### config.mk
export PLATFORM = sky130hd
export DESIGN_NAME = leaf_out_arbiter
export DESIGN_NICKNAME = d
export VERILOG_FILES = /design/src/rtl/leaf_out_arbiter.sv
export SDC_FILE = /design/constraint.sdc
export NUM_CORES = 1
export LEC_CHECK = 0
export BUFFER_PORTS_ARGS = -buffer_cell sky130_fd_sc_hd__buf_2
export CAP_MARGIN = 0
export CORE_UTILIZATION = 35
export DETAILED_ROUTE_END_ITERATION = 10
export MAX_ROUTING_LAYER = met4
export PLACE_DENSITY = 0.77
export SYNTH_ARGS = -nofsm -noshare
export SYNTH_HDL_FRONTEND = slang
export SYNTH_SLANG_ARGS = --single-unit
### constraint.sdc
create_clock -name clk -period 2.2 [get_ports clk]
set_input_delay 0.22 -clock clk [delete_from_list [all_inputs] [get_ports clk]]
set_output_delay 0.22 -clock clk [all_outputs]
set_load 0.005 [all_outputs]
### src/rtl/leaf_out_arbiter.sv
// leaf_out_arbiter: round-robin, burst-limited sharing of one leaf's BFT
// output packet slot among NUM_REQ packet sources, with resend hold.
//
//   state | meaning
//   IDLE  | no owner; dout carries an idle (all-zero) slot
//   BURST | owner holds the grant; burst_cnt = packets sent in this burst
module leaf_out_arbiter #(
  parameter int PACKET_BITS = 49,
  parameter int NUM_REQ     = 4,
  parameter int BURST_LEN   = 4,
  parameter int CNT_BITS    = 16
) (
  input  logic                             clk,
  input  logic                             reset,
  input  logic [NUM_REQ-1:0]               req_vld,
  input  logic [(PACKET_BITS-1)*NUM_REQ-1:0] req_din,
  output logic [NUM_REQ-1:0]               req_ack,
  output logic [PACKET_BITS-1:0]           dout,
  input  logic                             resend,
  output logic [2:0]                       grant_owner,
  output logic                             busy,
  output logic [CNT_BITS-1:0]              pkt_cnt,
  output logic [CNT_BITS-1:0]              resend_cnt
);

  localparam int BW = PACKET_BITS - 1;
  localparam int OW = (NUM_REQ > 2) ? $clog2(NUM_REQ) : 1;

  typedef enum logic {IDLE, BURST} state_t;

  state_t                 state_q, state_d;
  logic [OW-1:0]          owner_q, owner_d, sel;
  logic [3:0]             burst_q, burst_d;
  logic [PACKET_BITS-1:0] dout_d;
  logic                   emit, found;
  int                     idx;

  // Next-state, selection and ack; resend freezes everything and acks nothing.
  always_comb begin
    state_d = state_q;
    owner_d = owner_q;
    burst_d = burst_q;
    dout_d  = dout;
    req_ack = '0;
    emit    = 1'b0;
    found   = 1'b0;
    sel     = owner_q;
    idx     = 0;
    if (!reset && !resend) begin
      if (state_q == BURST && req_vld[owner_q] && burst_q < 4'(BURST_LEN)) begin
        found   = 1'b1;
        sel     = owner_q;
        burst_d = burst_q + 4'd1;
      end else begin
        // Circular search from owner+1; the owner itself is tried last so a
        // lone requester whose burst just ended is re-granted immediately.
        for (int k = 1; k <= NUM_REQ; k++) begin
          idx = (int'(owner_q) + k) % NUM_REQ;
          if (!found && req_vld[idx]) begin
            found = 1'b1;
            sel   = OW'(idx);
          end
        end
        if (found) begin
          owner_d = sel;
          burst_d = 4'd1;
          state_d = BURST;
        end else begin
          state_d = IDLE;
          burst_d = 4'd0;
        end
      end
      if (found) begin
        emit         = 1'b1;
        req_ack[sel] = 1'b1;
        dout_d       = {1'b1, req_din[int'(sel)*BW +: BW]};
      end else begin
        dout_d = '0;
      end
    end
  end

  // State, owner, burst count and output packet registers.
  always_ff @(posedge clk) begin
    if (reset) begin
      state_q <= IDLE;
      owner_q <= OW'(NUM_REQ - 1);
      burst_q <= 4'd0;
      dout    <= '0;
    end else begin
      state_q <= state_d;
      owner_q <= owner_d;
      burst_q <= burst_d;
      dout    <= dout_d;
    end
  end

  // Saturating statistics: emitted packets and resend cycles on a valid slot.
  always_ff @(posedge clk) begin
    if (reset) begin
      pkt_cnt    <= '0;
      resend_cnt <= '0;
    end else begin
      if (emit && pkt_cnt != '1)
        pkt_cnt <= pkt_cnt + CNT_BITS'(1);
      if (resend && dout[PACKET_BITS-1] && resend_cnt != '1)
        resend_cnt <= resend_cnt + CNT_BITS'(1);
    end
  end

  assign busy        = (state_q == BURST);
  assign grant_owner = 3'(owner_q);

endmodule

==> impl_metrics.env <==
export IMPL_status="finished clean"
export IMPL_hold_viol=0
export IMPL_synth_area_per_cell_sq_um=9.59
export IMPL_grt_first_pass_wirelength_microns=23700
export IMPL_worst_pin_slew_ns=0.655
export IMPL_path_class="register to primary output"
export IMPL_cts_buffers=9
export IMPL_period_share_pct=97.4
export IMPL_maxCapViolations=0
export IMPL_grt_max_degree=50
export IMPL_worst_r2r_path_depth=9
export IMPL_cp_start_kind="register"
export IMPL_max_freq_mhz=467
export IMPL_grt_ovfl_total=0
export IMPL_core_area_sq_um=13800
export IMPL_netlist_instances=515
export IMPL_area_delta_synth_final_pct=47.5
export IMPL_wl_per_cell_microns=15.7
export IMPL_r2r_end="dout[11]$_SDFFE_PP0P_"
export IMPL_track_usage_pct=21.2
export IMPL_finalCriticalPeriod_ns=2.14
export IMPL_synth_edf_count=0
export IMPL_setup_viol=0
export IMPL_hpwl_microns=12100
export IMPL_start_util_pct=35.7
export IMPL_required_ns=1.98
export IMPL_crit_path_end_kind="primary output"
export IMPL_path_delay_family="simple AND/OR/NAND/NOR gates"
export IMPL_path_buf_inv=2
export IMPL_die_w_microns=121
export IMPL_mostFrequentLayoutCells="buf_2, mux2i_1, dfxtp_1"
export IMPL_ir_worst_vdd_mv=0.406
export IMPL_r2r_start="owner_q[0]$_SDFFE_PP1P_"
export IMPL_p_leak_nw=3.54
export IMPL_p_per_area_nw_per_um2=655
export IMPL_ctsHtreeMaxLevel=3
export IMPL_drive_above_1_share_pct=48.6
export IMPL_layout_commonest_cell="buf_2"
export IMPL_critPathArrivalTime_ns=1.92
export IMPL_io_buffers=286
export IMPL_min_from="reset"
export IMPL_ys_seq_elements=88
export IMPL_vias_per_cell=5.16
export IMPL_ant_nets=0
export IMPL_vias=5212
export IMPL_slew_limit_headroom_pct=56.1
export IMPL_place_gp_congestion=0.847
export IMPL_syn_num_nets=717
export IMPL_cp_slowest_stage_delay_ns=0.37
export IMPL_cts_tree="done"
export IMPL_row_count=43
export IMPL_finalPower_w=0.00478
export IMPL_cts_sinks=88
export IMPL_die_y_microns=121
export IMPL_synth_area_sq_um=4940
export IMPL_final_area_sq_um=7290
export IMPL_drt_total_wl_microns=15900
export IMPL_cts_root_buf="clkbuf_16"
export IMPL_dpl_cell_area_sq_um=6670
export IMPL_hold_buffers=0
export IMPL_ys_types=49
export IMPL_drt_iter0_drc=288
export IMPL_ys_seq_area_share_pct=35.7
export IMPL_critical_path_slowest_cell="dfxtp_4"
export IMPL_r2r_slack_ns=0.07
export IMPL_drtPass1Iterations=4
export IMPL_yosys_warnings=0
export IMPL_num_io_pins=288
export IMPL_grt_pass1_vias=4807
export IMPL_drc=0
export IMPL_clock_path_buffers=2
export IMPL_clock_latency_ns=0.34
export IMPL_fin_skew_ns=0.00458
export IMPL_maxSlewViolCount=0
export IMPL_synth_async_sr_flop_share_pct=0
export IMPL_whs_path_depth=2
export IMPL_holdPathEnd="burst_q[2]$_SDFFE_PP0P_"
export IMPL_hp_class="input pin to register"
export IMPL_path_cells="nand2b_4 -> a41o_1 -> and3_4 -> nor3_4 -> buf_6 -> and3_1 -> buf_2"
export IMPL_die_area_sq_um=14600
export IMPL_final_net_count=1025
export IMPL_clk_pin_slew_ns=0.06
export IMPL_synth_top_flop_cell="dfxtp_1"
export IMPL_antenna_found_initial=1
export IMPL_crit_fanout=8
export IMPL_rsz0062_at_grt="yes"
[Yosys cell counts, types with 2 or more instances]
| cell type | instances | area share, % |
|---|---|---|
| nor2_1 | 37 | 2.8 |
| o21ai_0 | 8 | 0.81 |
| nand2_1 | 61 | 4.6 |
| dfxtp_1 | 88 | 36 |
| buf_6 | 13 | 3.0 |
| o221ai_1 | 24 | 4.3 |
| o22ai_1 | 2 | 0.25 |
| nand4_1 | 9 | 1.1 |
| nand3_1 | 11 | 1.1 |
| nor3_1 | 5 | 0.51 |
| inv_1 | 7 | 0.53 |
| xnor2_1 | 7 | 1.2 |
| a41o_1 | 2 | 0.41 |
| mux2i_1 | 99 | 20 |
| nor4_1 | 2 | 0.25 |
| nand2b_1 | 3 | 0.38 |
| nor3_2 | 3 | 0.61 |
| or2_1 | 2 | 0.25 |
| o221ai_2 | 23 | 7.0 |
| buf_2 | 8 | 0.81 |
| a21oi_1 | 16 | 1.6 |
| ha_1 | 3 | 0.76 |
| clkbuf_1 | 13 | 0.99 |
| xor2_1 | 14 | 2.5 |
| or3_1 | 7 | 0.89 |
| and2_1 | 5 | 0.63 |
| and4_1 | 6 | 1.1 |
| nor2b_1 | 3 | 0.38 |
| and3_1 | 4 | 0.51 |
| a31oi_1 | 3 | 0.38 |
| nor3b_1 | 5 | 0.76 |
| o211ai_1 | 4 | 0.61 |
| a211oi_1 | 2 | 0.30 |
[cell families (layout without fill, tap and decap cells)]
logic type | after synthesis | count (layout) | share of synthesized area, %
muxes | 100 | 100 | 20.4
DFF | 88 | 88 | 35.7
adders and majority gates | 3 | 3 | 0.760
AOI/OAI and AO/OA | 90 | 90 | 16.7
and+or+nand+nor | 169 | 169 | 17.2
xor gates and xnor gates | 21 | 21 | 3.72
other | 1 | 3 | 0.0759
buffers and inverters | 43 | 356 | 5.52
[worst max-delay path by stage]
stage | from | end | slack (ns) | cells past startpoint
finish | owner_q[0]$_SDFFE_PP1P_ | req_ack[0] | 0.06 | 7
global route | busy$_SDFFE_PP0P_ | req_ack[3] | -0.03 | 8
CTS | owner_q[0]$_SDFFE_PP1P_ | req_ack[2] | 0.0005 | 8
detailed placement | owner_q[0]$_SDFFE_PP1P_ | dout[45]$_SDFFE_PP0P_ | 0.07 | 7
global placement | owner_q[0]$_SDFFE_PP1P_ | dout[45]$_SDFFE_PP0P_ | 0.09 | 8
floorplan | owner_q[0]$_SDFFE_PP1P_ | req_ack[2] | 0.16 | 9
[layer usage]
layer  global-route usage [%]  vias to the layer above  wire length (microns)  share of wire [%]
met3                     4.15                       27                    904                5.7
met2                     34.6                      190                   7840                 49
met1                     25.1                     2467                   6780                 43
met5                        -                        -                      0                  0
li1                         -                     2528                      -                  -
met4                     9.65                        0                    381                2.4
[through the flow]
stage	setup WS, ns	hold slack, ns	setup TNS, ns	cells	utilization, %
floorplan	0.158	0.420	0	515	-
global placement	0.0906	0.438	0	976	48.2
detailed placement	0.0687	0.444	0	976	48.2
CTS	0.000502	0.136	0	1000	51.2
global route	-0.0337	0.151	-0.112	1009	52.7
finish	0.0567	0.156	0	1010	52.7
[power breakdown]
group	switching [W]	leakage, nW	total [W]	internal (W)
Sequential	0.0000778	0.719	0.00180	0.00172
Clock	0.000643	0.152	0.00154	0.000894
Combinational	0.000652	2.66	0.00144	0.000788
Total	0.00137	3.54	0.00478	0.00340
[layout make-up]
type,count,area (sq um)
Multi-Input combinational cell,384,3040
Inverter,8,30.0
Fill cell,1253,6540
Tap cell,180,225
Timing Repair Buffer,332,1910
Sequential cell,88,1770
Antenna cell,2,5.00
Clock buffer,13,280
Clock inverter,3,22.5
[worst register-to-register path, delay by kind of cell, from the launching register on]
family | cells | cell delay, ns
simple gates | 3 | 0.49
buf+inv | 3 | 0.49
compound gates | 2 | 0.40
flops | 1 | 0.37
mux | 1 | 0.26
[repair_timing]
action / CTS / global route
buffers inserted: 8 / 7
gates cloned: 0 / 2
setup endpoints to repair: 4 / 24
pin swaps: 3 / 7
resized for setup: 10 / 23
[registers in the layout (all words and copies together) (netlist names)]
signal / count
busy: 1
owner_q: 2
resend_cnt: 16
pkt_cnt: 16
dout: 49
burst_q: 4
(Power assumes the default switching activity.)
